`config.mk`:
```
export PLATFORM = sky130hd
export DESIGN_NAME = ifetch_prefetch_flat
export DESIGN_NICKNAME = d
export VERILOG_FILES = /design/src/rtl/cpu_pkg.sv /design/src/rtl/ifetch_prefetch_if.sv /design/src/rtl/ifq_fifo.sv /design/src/rtl/ifetch_prefetch.sv /design/src/flat_wrapper.sv
export SDC_FILE = /design/constraint.sdc
export NUM_CORES = 1
export LEC_CHECK = 0
export ABC_AREA = 1
export CORE_MARGIN = 8
export CORE_UTILIZATION = 40
export DETAILED_ROUTE_END_ITERATION = 7
export DONT_BUFFER_PORTS = 1
export SLEW_MARGIN = 20
export SYNTH_ARGS = -nofsm -noshare
export SYNTH_HDL_FRONTEND = slang
export SYNTH_SLANG_ARGS = --single-unit
```
`constraint.sdc`:
```
create_clock -name clk -period 3.2 [get_ports clk]
set_clock_uncertainty 0.05 [all_clocks]
set_input_delay 0.64 -clock clk [delete_from_list [all_inputs] [get_ports clk]]
set_output_delay 0.64 -clock clk [all_outputs]
set_load 0.005 [all_outputs]
```
`src/rtl/cpu_pkg.sv`:
```
// Shared definitions for the instruction-fetch front end: reset vector, FSM encoding
// and the instruction-queue entry layout.
package cpu_pkg;

  localparam logic [31:0] ResetPcDefault = 32'h0000_0000;
  localparam int unsigned IfqWidth       = 64;

  typedef enum logic [1:0] {
    StIdle    = 2'd0,
    StFetch   = 2'd1,
    StDiscard = 2'd2
  } fetch_state_e;

  // Queue entry: instruction word in the upper half, NPC1 in the lower half.
  typedef struct packed {
    logic [31:0] inst;
    logic [31:0] npc;
  } ifq_entry_t;

endpackage

```
`src/rtl/ifetch_prefetch_if.sv`:
```
// Bundles the instruction-memory handshake and the FI/ID-side delivery/redirect signals.
interface ifetch_prefetch_if;

  logic        mem_req;
  logic [31:0] mem_addr;
  logic        mem_ack;
  logic [31:0] mem_rdata;
  logic        inst_valid;
  logic        inst_ready;
  logic [31:0] inst;
  logic [31:0] inst_npc;
  logic        redirect;
  logic [31:0] redirect_pc;

  modport master (
    output mem_req, mem_addr, inst_valid, inst, inst_npc,
    input  mem_ack, mem_rdata, inst_ready, redirect, redirect_pc
  );

  modport slave (
    input  mem_req, mem_addr, inst_valid, inst, inst_npc,
    output mem_ack, mem_rdata, inst_ready, redirect, redirect_pc
  );

endinterface

```
`src/rtl/ifq_fifo.sv`:
```
// DEPTH-entry synchronous instruction queue with flush; flush overrides push and pop.
module ifq_fifo
  import cpu_pkg::*;
#(
  parameter int unsigned DEPTH = 4
) (
  input  logic                      clk,
  input  logic                      reset,
  input  logic                      flush,
  input  logic                      push,
  input  logic                      pop,
  input  logic [IfqWidth-1:0]       wdata,
  output logic [IfqWidth-1:0]       rdata,
  output logic [$clog2(DEPTH):0]    count,
  output logic                      full,
  output logic                      empty
);

  localparam int unsigned PtrW   = $clog2(DEPTH);
  localparam int unsigned CountW = PtrW + 1;

  logic [PtrW-1:0]     wr_ptr_q, rd_ptr_q;
  logic [CountW-1:0]   count_q;
  logic [IfqWidth-1:0] mem_q [DEPTH];
  logic                do_push, do_pop;

  assign full    = (count_q == CountW'(DEPTH));
  assign empty   = (count_q == '0);
  assign do_push = push && !full;
  assign do_pop  = pop && !empty;
  assign count   = count_q;
  assign rdata   = mem_q[rd_ptr_q];

  // Storage is reset so the head reads as zero rather than X while empty.
  always_ff @(posedge clk or negedge reset) begin
    if (!reset) begin
      wr_ptr_q <= '0;
      rd_ptr_q <= '0;
      count_q  <= '0;
      for (int i = 0; i < DEPTH; i++) begin
        mem_q[i] <= '0;
      end
    end else if (flush) begin
      wr_ptr_q <= '0;
      rd_ptr_q <= '0;
      count_q  <= '0;
    end else begin
      if (do_push) begin
        mem_q[wr_ptr_q] <= wdata;
        wr_ptr_q        <= wr_ptr_q + 1'b1;
      end
      if (do_pop) begin
        rd_ptr_q <= rd_ptr_q + 1'b1;
      end
      count_q <= count_q + CountW'(do_push) - CountW'(do_pop);
    end
  end

endmodule

```
`src/rtl/ifetch_prefetch.sv`:
```
// Instruction-fetch front end: sequential prefetch over a req/ack memory port into a
// small queue, with back-pressure and redirects that may land on an outstanding fetch.
module ifetch_prefetch
  import cpu_pkg::*;
#(
  parameter int unsigned DEPTH    = 4,
  parameter logic [31:0] RESET_PC = ResetPcDefault
) (
  input logic               clk,
  input logic               reset,
  ifetch_prefetch_if.master bus
);

  localparam int unsigned CountW     = $clog2(DEPTH) + 1;
  localparam logic [31:0] ResetPcAln = {RESET_PC[31:2], 2'b00};

  fetch_state_e      state_q, state_d;
  logic [31:0]       fetch_pc_q, fetch_pc_d;
  logic [31:0]       saved_pc_q, saved_pc_d;
  logic [31:0]       redir_pc;
  logic [31:0]       pc_plus4;
  logic              mem_req;
  logic              redirect_taken;
  logic              push, pop;
  logic              q_full, q_empty;
  logic [CountW-1:0] q_count;
  ifq_entry_t        head;
  ifq_entry_t        wentry;

  assign redir_pc       = {bus.redirect_pc[31:2], 2'b00};
  assign pc_plus4       = fetch_pc_q + 32'd4;
  assign redirect_taken = bus.redirect && (state_q != StIdle);
  assign pop            = !q_empty && bus.inst_ready && !redirect_taken;
  assign wentry         = '{inst: bus.mem_rdata, npc: pc_plus4};

  always_comb begin
    state_d    = state_q;
    fetch_pc_d = fetch_pc_q;
    saved_pc_d = saved_pc_q;
    mem_req    = 1'b0;
    push       = 1'b0;
    unique case (state_q)
      StIdle: state_d = StFetch;
      StFetch: begin
        mem_req = (q_count < CountW'(DEPTH));
        if (redirect_taken) begin
          // A request the memory has seen but not answered must be drained first.
          if (mem_req && !bus.mem_ack) begin
            saved_pc_d = redir_pc;
            state_d    = StDiscard;
          end else begin
            fetch_pc_d = redir_pc;
          end
        end else if (mem_req && bus.mem_ack && !q_full) begin
          push       = 1'b1;
          fetch_pc_d = pc_plus4;
        end
      end
      StDiscard: begin
        mem_req = 1'b1;
        if (bus.mem_ack) begin
          fetch_pc_d = redirect_taken ? redir_pc : saved_pc_q;
          state_d    = StFetch;
        end else if (redirect_taken) begin
          saved_pc_d = redir_pc;
        end
      end
      default: state_d = StIdle;
    endcase
  end

  always_ff @(posedge clk or negedge reset) begin
    if (!reset) begin
      state_q    <= StIdle;
      fetch_pc_q <= ResetPcAln;
      saved_pc_q <= ResetPcAln;
    end else begin
      state_q    <= state_d;
      fetch_pc_q <= fetch_pc_d;
      saved_pc_q <= saved_pc_d;
    end
  end

  ifq_fifo #(
    .DEPTH (DEPTH)
  ) u_ifq (
    .clk   (clk),
    .reset (reset),
    .flush (redirect_taken),
    .push  (push),
    .pop   (pop),
    .wdata (wentry),
    .rdata (head),
    .count (q_count),
    .full  (q_full),
    .empty (q_empty)
  );

  assign bus.mem_req    = mem_req;
  assign bus.mem_addr   = fetch_pc_q;
  assign bus.inst_valid = !q_empty;
  assign bus.inst       = head.inst;
  assign bus.inst_npc   = head.npc;

endmodule

```
`src/flat_wrapper.sv`:
```
// flat-port wrapper written by rule: the top's interface ports become plain ports
module ifetch_prefetch_flat import cpu_pkg::*;
#(
  parameter int unsigned DEPTH    = 4,
  parameter logic [31:0] RESET_PC = ResetPcDefault
)
  (clk, reset, bus_mem_req, bus_mem_addr, bus_inst_valid, bus_inst, bus_inst_npc, bus_mem_ack, bus_mem_rdata, bus_inst_ready, bus_redirect, bus_redirect_pc);
  ifetch_prefetch_if bus_i ();
  input logic clk;
  input logic reset;
  output wire logic [$bits(bus_i.mem_req)-1:0] bus_mem_req;
  output wire logic [$bits(bus_i.mem_addr)-1:0] bus_mem_addr;
  output wire logic [$bits(bus_i.inst_valid)-1:0] bus_inst_valid;
  output wire logic [$bits(bus_i.inst)-1:0] bus_inst;
  output wire logic [$bits(bus_i.inst_npc)-1:0] bus_inst_npc;
  input wire logic [$bits(bus_i.mem_ack)-1:0] bus_mem_ack;
  input wire logic [$bits(bus_i.mem_rdata)-1:0] bus_mem_rdata;
  input wire logic [$bits(bus_i.inst_ready)-1:0] bus_inst_ready;
  input wire logic [$bits(bus_i.redirect)-1:0] bus_redirect;
  input wire logic [$bits(bus_i.redirect_pc)-1:0] bus_redirect_pc;
  assign bus_mem_req = bus_i.mem_req;
  assign bus_mem_addr = bus_i.mem_addr;
  assign bus_inst_valid = bus_i.inst_valid;
  assign bus_inst = bus_i.inst;
  assign bus_inst_npc = bus_i.inst_npc;
  assign bus_i.mem_ack = bus_mem_ack;
  assign bus_i.mem_rdata = bus_mem_rdata;
  assign bus_i.inst_ready = bus_inst_ready;
  assign bus_i.redirect = bus_redirect;
  assign bus_i.redirect_pc = bus_redirect_pc;
  ifetch_prefetch #(.DEPTH(DEPTH), .RESET_PC(RESET_PC)) u_core (.clk(clk), .reset(reset), .bus(bus_i));
endmodule
```
* After elaboration in Yosys (flattened, before gate mapping)
Cells that the tools add are included.
Word-level totals: flip-flop bits (word level) 329, bits of input ports 69, output and inout port bits 98, word-level logic and storage cells 83
Cells by class: $add $sub $neg 5, magnitude comparators 4, equal/unequal tests 9, multiplexer cells 29, bitwise operators 3, reductions and logical operators 23
Operator list (number):
- $bwmux 256 | 1
- $mux 32 | 8
- $mux 64 | 3
- $bmux 64 s2 | 1
- $demux 64 s2 | 1
- $pmux 32 s2 | 2
- $add 32x3->32 const B | 1
- $mux 2 | 7
- $logic_and 1x1->1 | 9
- $reduce_and 4->1 | 2
- $reduce_bool 2->1 | 4
- $ge 3x3->1 const B | 2
- $not 2->3 | 2
- $pmux 2 s3 | 1
- $add 2x1->2 const B | 2
- $logic_not 1->1 | 4
- $ne 2x1->1 const B | 2
- $ne 2x2->1 const B | 2
- $add 3x1->3 | 1
- $eq 3x3->1 const B | 1
- $logic_not 3->1 | 1
- $lt 3x1->1 const B | 1
- $lt 3x3->1 const B | 1
- $mux 1 | 3
- 11 further kinds | 11

* Depth between registers and ports, before layout
Gate-level depths: netlist of the first run.
depth in word-level cells 10, mapped depth 14, gate-level depth less buffers 14

* Modules after synthesis
A second synthesis of the first run with hierarchy kept.
Unflattened totals: cell total of the unflattened synthesis 2144, area, all modules 16891.2 sq um
Modules (own cells, without submodules):
- ifq_fifo | instances 1, cells each 1555, area an instance 12804.8 sq um
- ifetch_prefetch | instances 1, cells each 589, area an instance 4086.4 sq um

* Worst setup path before layout of the first run
Ideal clock, no wire load.
path type register to register, start point register u_core.state_q[0], end point register u_core.u_ifq.count_q[2] (netlist: u_core.u_ifq.count[2]), library setup time 0.124 ns, arrival time 2.267 ns, setup slack 0.758 ns, stages on the path, launching flop included 15, buffers on the path 1, period minus slack after synthesis 2.442 ns, path through dfrtp_1 > inv_1 > ha_1 > inv_2 > nand2_4 > inv_4 > clkbuf_1 > nor2_1 > ha_1 > inv_1 > ha_1 > inv_1 > fa_1 > o21ai_0 > a21oi_1
Between the ends: word-level cells in the longest chain between the ends 8
Ends and longest elaborated chain:
- start, declared | RTL line ifetch_prefetch.sv:17 | fetch_state_e state_q, state_d;
- start signal, assigned | RTL line ifetch_prefetch.sv:74 | state_q <= StIdle;
- start signal, assigned | RTL line ifetch_prefetch.sv:78 | state_q <= state_d;
- $reduce_bool 2->1 | RTL line ifetch_prefetch.sv:32 | assign redirect_taken = bus.redirect && (state_q != StIdle);
- $logic_and 1x1->1 | RTL line ifetch_prefetch.sv:32
- $mux 1 | RTL line ifetch_prefetch.sv:46 | if (redirect_taken) begin
- $mux 1 | RTL line ifetch_prefetch.sv:42 | unique case (state_q)
- $logic_and 1x1->1 | RTL line ifq_fifo.sv:29 | assign do_push = push && !full;
- $add 3x1->3 | RTL line ifq_fifo.sv:55 | count_q <= count_q + CountW'(do_push) - CountW'(do_pop);
- $sub 3x1->3 | RTL line ifq_fifo.sv:55
- $mux 3 (*) | RTL line ifq_fifo.sv:43 | end else if (flush) begin
- end signal, assigned | RTL line ifq_fifo.sv:55
- end, declared | RTL line ifq_fifo.sv:23 | logic [CountW-1:0] count_q;
Mark *: on every way between the ends. The rest lies on a longest branch, timed or not. A chain may end at the register's enable or synchronous reset.

* Worst setup path after layout of the first run
start point register u_core.u_ifq.rd_ptr_q[0], end point output bus_inst[27]
Between the ends: word-level cells in the longest chain between the ends 4
Ends and longest elaborated chain:
- start, declared | RTL line ifq_fifo.sv:22 | logic [PtrW-1:0] wr_ptr_q, rd_ptr_q;
- start signal, assigned | RTL line ifq_fifo.sv:53 | rd_ptr_q <= rd_ptr_q + 1'b1;
- $not 2->3 (implied by the code) | RTL line ifq_fifo.sv:32 | assign rdata = mem_q[rd_ptr_q];
- $bmux 64 s2 | RTL line ifq_fifo.sv:32
- $mux 64 (implied by the code) (2 in a row) | RTL line ifq_fifo.sv:32
- end, declared | RTL line flat_wrapper.sv:14 | output wire logic [$bits(bus_i.inst)-1:0] bus_inst;
Every way passes these cells. The select of a mux whose other input is x is not followed.

==> results of run 1 <==
-- worst reg2reg max path, delay by kind of cell (launching register included) --
family	cells	cell delay [ps]
fa+ha+maj	4	970
flops	1	400
buf+inv	5	330
simple gates	3	260
compound gates	2	250
-- report_power, final --
group / total (mW) / switching (mW) / internal [mW]
registers: 6.79 / 1.07 / 5.72
logic: 6.89 / 4.53 / 2.36
clock network: 4.63 / 1.73 / 2.91
-- logic make-up (layout without fill, tap and decap cells) --
group / after synthesis / after routing / share of synthesized area [%]
AO/OA/AOI/OAI: 521 / 521 / 17.96
buffers and inverters: 249 / 234 / 6.960
AND/OR/NAND/NOR: 789 / 789 / 20.05
adder cells (fa/ha/maj): 13 / 13 / 1.096
XOR/XNOR: 13 / 13 / 0.9265
flip-flops: 329 / 329 / 53.01
-- sequential cells by signal, summed over array words and instances, names as in the netlist --
register               cells
u_core.u_ifq.mem_q       256
u_core.bus.mem_addr       32
u_core.saved_pc_q         32
u_core.u_ifq.count         3
u_core.state_q             2
u_core.u_ifq.rd_ptr_q      2
u_core.u_ifq.wr_ptr_q      2
-- final cells by class --
type | instances | area [um^2] | share of cell area [%]
sequential | 329 | 8238 | 47.56
multi-input combinational | 1336 | 6242 | 36.04
clock buffer | 55 | 1159 | 6.689
tap | 518 | 648.1 | 3.742
inverter | 134 | 508.0 | 2.933
timing repair buffer | 34 | 342.8 | 1.979
clock inverter | 11 | 182.7 | 1.055
-- layer usage --
metal / up-vias / wire [um] / track usage, %
li1: 6136 / - / -
met1: 5896 / 18330 / 24.55
met2: 359 / 18770 / 28.08
met3: 58 / 3413 / 5.020
met4: 0 / 917 / 5.759
met5: - / 0 / 0
-- synth_stat cells (12+ instances only) --
| cell | n |
|---|---|
| buf_2 | 28 |
| a31oi_1 | 28 |
| o21ai_0 | 370 |
| inv_1 | 122 |
| o22ai_1 | 66 |
| dfrtp_1 | 329 |
| clkbuf_1 | 66 |
| a21oi_1 | 13 |
| nand2_1 | 512 |
| a21boi_1 | 13 |
| ha_1 | 12 |
| nand3_1 | 24 |
| nor2_1 | 227 |
| o21ai_1 | 21 |
-- worst min path at each step --
stage | slack, ps | to | from | depth (start not counted)
2_1_floorplan | 290 | u_core.bus.mem_addr[0] | reset | 0
3_5_place_dp | 300 | u_core.u_ifq.mem_q[181] | reset | 0
6_report | -260 | u_core.u_ifq.mem_q[117] | reset | 0
3_3_place_gp | 300 | u_core.u_ifq.mem_q[181] | reset | 0
4_1_cts | -290 | u_core.u_ifq.mem_q[53] | reset | 0
5_1_grt | -290 | u_core.u_ifq.mem_q[117] | reset | 0
-- through the flow --
| stage | total power [mW] | worst slack (ps) | hold WS (ps) | instance area [um^2] | std cells |
|---|---|---|---|---|---|
| detailed placement | 13.84 | 783.8 | 304.2 | 15980 | 2351 |
| global placement | 13.66 | 813.3 | 303.6 | 15980 | 2351 |
| floorplan | 11.51 | 758.4 | 294.4 | 15530 | 1914 |
| CTS | 18.58 | 188.5 | -294.7 | 17320 | 2417 |
| global route | 19.85 | 79.76 | -287.6 | 17320 | 2417 |
| finish | 18.31 | 258.3 | -258.7 | 17320 | 2417 |
==> results.ini, run 1 <==
[layout]
final_cell_mix = nand2_1 (512), o21ai_0 (370), dfrtp_1 (327)
n_fill_cell = 3866
syn2layout_area_growth_pct = 11.52
n_antenna_cell = 0
drive_gt1_share_pct = 7.320
nNetsFinal = 1956
post-route-util_pct = 45.03
mostFrequentLayoutCell = nand2_1

[detailed_routing]
avgViaCountPerCell = 5.151
first_iter_violations = 1044
routed_wl_um = 41440
ant_nets = 0
drc_errors = 0
firstDrtPassIters = 5
routedWlPerCell_um = 17.14
num_vias = 12450

[die]
die_w_um = 213.0
die_y_um = 213.0
core_area_um2 = 38470
rows = 72
start_util_pct = 40.38
io_pins = 167
die_area_um2 = 45390

[global_route]
first_global_vias = 11600
antenna_found_initial = 0
grt_pass1_wl_um = 65640
grt_usage_pct = 18.18
grt_overflow_total = 0
grt_max_degree = 330

[synthesis]
yosysWarningCount = 0
synthArstFlopShare_pct = 100.0
synth_edf_count = 0
synth_cell_types = 35
avgSynthCellArea_um2 = 8.114
synth-seq-cells = 329
syn_inst = 1914
yosys.area.top_type = dfrtp_1
synth_top_cell_area_share_pct = 53.01
syn_nets = 1996
seq_area_frac_synth_pct = 53.01
synth_area_leaders = dfrtp_1 (53%), nand2_1 (12%), o21ai_0 (12%)
synth_flop_cell = dfrtp_1
synth_area_um2 = 15530

[worst_setup_path]
critPathCapture = bus_inst[27]
reg2reg_depth = 14
crit_family = flip-flops
cp.arrival_ps = 2250
worstSetupPathType = flop to primary output
start_kind = flop
cp-end-kind = primary output
path_cells = inv_4 > buf_12 > o21ai_0 > o22ai_1
r2r_start = u_core.state_q[1]
startpoint = u_core.u_ifq.rd_ptr_q[0]
rrSetupSlack_ps = 840
cp.depth = 4
path_buf_inv = 2
max_stage_delay_ps = 630
slowest_stage = dfrtp_4
rr_endpoint = u_core.u_ifq.count[2]
crit_required_ps = 2510
cp_max_fo = 56

[sta]
fin_crit_sh_pct = 91.93
maxSlewViolCount = 0
whs_ps = -258.7
min_period_ps = 2942
tightest_slew_ps = 1177
slew_headroom_pct = 21.52
rsz0062_at_grt = no
setup_viol = 0
setup_tns_ps = 0
fmax_mhz = 339.9
hold_violations = 255

[placement]
dp_hpwl_um = 26400
port_buffers = 0
gp_congestion = 0.8924

[clock_tree]
clock-sinks = 329
clock-root-buffer = clkbuf_16
cts_resized = 0
post-cts-setup-buffers = 0
tritoncts = yes
cts.clk_slew.worst_paths_ps = 60
clk_latency_ps = 540
cts_buffers = 39
cts-htree-levels = 2
clock_path_buffers = 3

[worst_hold_path]
holdCritPathClass = input port to asynchronous set/reset pin

[power_and_ir_drop]
powerDensity_nw_per_um2 = 1057
irDropWorstVdd_uv = 598.1
leakagePower_nw = 8.400

[flow_run]
cap_violations = 0

[status]
status = finished with violations
violations = hold timing

(Power assumes the default switching activity.)
==> run 2: changes to the inputs <==
CAP_MARGIN = 20   (was not set)
==> results of run 2 <==
No change in the layout: final DEF, timing and power equal those of run 1.
==> run 3: changes to the inputs <==
HOLD_SLACK_MARGIN = 0.06   (was not set)
PLACE_DENSITY_LB_ADDON = 0.08   (was not set)
==> run 3 against run 2 <==
Sequential cell count unchanged. The flow still finishes with violations (hold timing). Final cell count shrank 0.33%. Non-clock buffer count shrank 13. Largest cell class unchanged. Design area down 0.66%. Critical endpoint is now bus_inst_npc[14]. Global-route usage is 1.0 points higher. Sequential share of layout area increased by 0.32 points. Register-to-register slack got worse by 110 ps.
==> results.ini, run 3 (synthesis gave the netlist of run 1 again) <==
[die]
die_w_um = 213.0  ; unchanged
io_pins = 167  ; unchanged
die_area_um2 = 45390  ; unchanged
die_y_um = 213.0  ; unchanged
start_util_pct = 40.38  ; unchanged
core_area_um2 = 38470  ; unchanged
rows = 72  ; unchanged

[layout]
final_cell_mix = nand2_1 (512), o21ai_0 (370), dfrtp_1 (327)
nNetsFinal = 1944  ; -0.61%
largest_reg_flops = 256  ; unchanged
largest-register = u_core.u_ifq.mem_q
drive_gt1_share_pct = 6.822  ; -0.50 points
n_antenna_cell = 0  ; unchanged
mostFrequentLayoutCell = nand2_1
syn2layout_area_growth_pct = 10.78

[detailed_routing]
num_vias = 12390  ; -0.51%
first_iter_violations = 1006  ; -3.6%
routedWlPerCell_um = 17.94  ; +4.6%
ant_nets = 0  ; unchanged
avgViaCountPerCell = 5.142  ; -0.18%
drc_errors = 0  ; unchanged
routed_wl_um = 43220  ; +4.3%
firstDrtPassIters = 5  ; unchanged

[placement]
dp_hpwl_um = 26990  ; +2.2%
pre_cts_slack_ps = 746.1  ; -37.69 ps
port_buffers = 0  ; unchanged
gp_congestion = 0.8764  ; -1.8%

[power_and_ir_drop]
leakagePower_nw = 8.341  ; -0.71%
powerDensity_nw_per_um2 = 1052  ; -0.47%
irDropWorstVdd_uv = 517.4  ; -13%

[clock_tree]
cts_resized = 0  ; unchanged
post-cts-setup-buffers = 0  ; unchanged
cts.clk_slew.worst_paths_ps = 60  ; about the same
clock_path_buffers = 3  ; unchanged
clock-sinks = 329  ; unchanged
cts-htree-levels = 2  ; unchanged
tritoncts = yes
clock-root-buffer = clkbuf_16
clk_latency_ps = 540  ; about the same
cts_buffers = 40  ; +2.6%

[worst_setup_path]
cp_max_fo = 25  ; -55%
cp-end-kind = primary output
reg2reg_depth = 8  ; -6
path_cells = inv_2 > buf_4 > o21ai_0 > o22ai_1
cp.arrival_ps = 2290  ; +40 ps
max_stage_delay_ps = 640  ; about the same
slowest_stage = dfrtp_2
start_kind = flop
worstSetupPathType = flop to primary output
crit_required_ps = 2510  ; about the same

[global_route]
grt_usage_pct = 19.18  ; +1.0 points
grt_max_degree = 330  ; unchanged
grt_pass1_wl_um = 68860  ; +4.9%
first_global_vias = 11810  ; +1.8%
antenna_found_initial = 0  ; unchanged
grt_overflow_total = 0  ; unchanged

[sta]
hold_violations = 329  ; +29%
fin_crit_sh_pct = 93.19  ; +1.3 points
fmax_mhz = 335.3  ; -1.3%
final.setup.worst_slack_ps = 218.0  ; -40.23 ps
maxSlewViolCount = 0  ; unchanged
slew_headroom_pct = 44.46  ; +23 points
min_period_ps = 2982  ; +40.23 ps
whs_ps = -251.8  ; +6.867 ps
setup_viol = 0  ; unchanged
tightest_slew_ps = 833.1  ; -344.1 ps
rsz0062_at_grt = no
setup_tns_ps = 0  ; unchanged

[status]
status = finished with violations
violations = hold timing

[worst_hold_path]
holdCritPathClass = input port to asynchronous set/reset pin

[flow_run]
cap_violations = 0  ; unchanged

==> run 3: critical path: cells and delay by family, from the launching register on <==
| family | cells | cell delay (ps) |
|---|---|---|
| buffers and inverters | 2 | 610 |
| AOI/OAI and AO/OA | 2 | 490 |
| DFF | 1 | 640 |
==> run 3: final cells by class <==
| cell class | count | area [um^2] |
|---|---|---|
| Clock buffer | 61 | 1221 |
| Multi-Input combinational cell | 1336 | 6242 |
| Tap cell | 518 | 648.1 |
| Clock inverter | 10 | 77.57 |
| Inverter | 134 | 508.0 |
| Sequential cell | 329 | 8238 |
| Fill cell | 3846 | 21260 |
| Timing Repair Buffer | 21 | 270.3 |
==> run 3: power by group <==
group          switching, mW  internal, mW
Clock                   1.75          2.70
Combinational           4.58          2.28
Sequential              1.07          5.72
Total                   7.41          10.7
==> run 3: metrics by stage <==
step / instance area (um^2) / hold WS (ps) / power (mW) / instances / util (%)
after floorplan: 15530 / 294.4 / 11.51 / 1914 / -
after global placement: 15910 / 304.7 / 13.73 / 2338 / 41.35
after detailed placement: 15910 / 305.7 / 13.86 / 2338 / 41.35
after CTS: 17210 / -283.5 / 18.43 / 2409 / 44.73
after global routing: 17210 / -290.7 / 19.70 / 2409 / 44.73
final: 17210 / -251.8 / 18.11 / 2409 / 44.73
==> run 3: final timing paths <==
check / from / to / slack, ps
max: u_core.u_ifq.rd_ptr_q[1] / bus_inst_npc[14] / 220
min: reset / u_core.u_ifq.mem_q[181] / -250
max reg2reg: u_core.bus.mem_addr[2] / u_core.u_ifq.mem_q[204] / 730
min reg2reg: u_core.u_ifq.mem_q[136] / u_core.u_ifq.mem_q[136] / 420
max in group asynchronous: reset / u_core.saved_pc_q[24] / 2660
min in group clk: bus_redirect_pc[3] / u_core.saved_pc_q[3] / 160
==> run 3: metal layers <==
metal	track usage, %	up-vias	wire, um
met5	0	-	0
met4	6.711	0	1389
met3	4.946	67	2879
met2	29.15	324	19090
met1	26.28	5883	19850
li1	-	6112	-
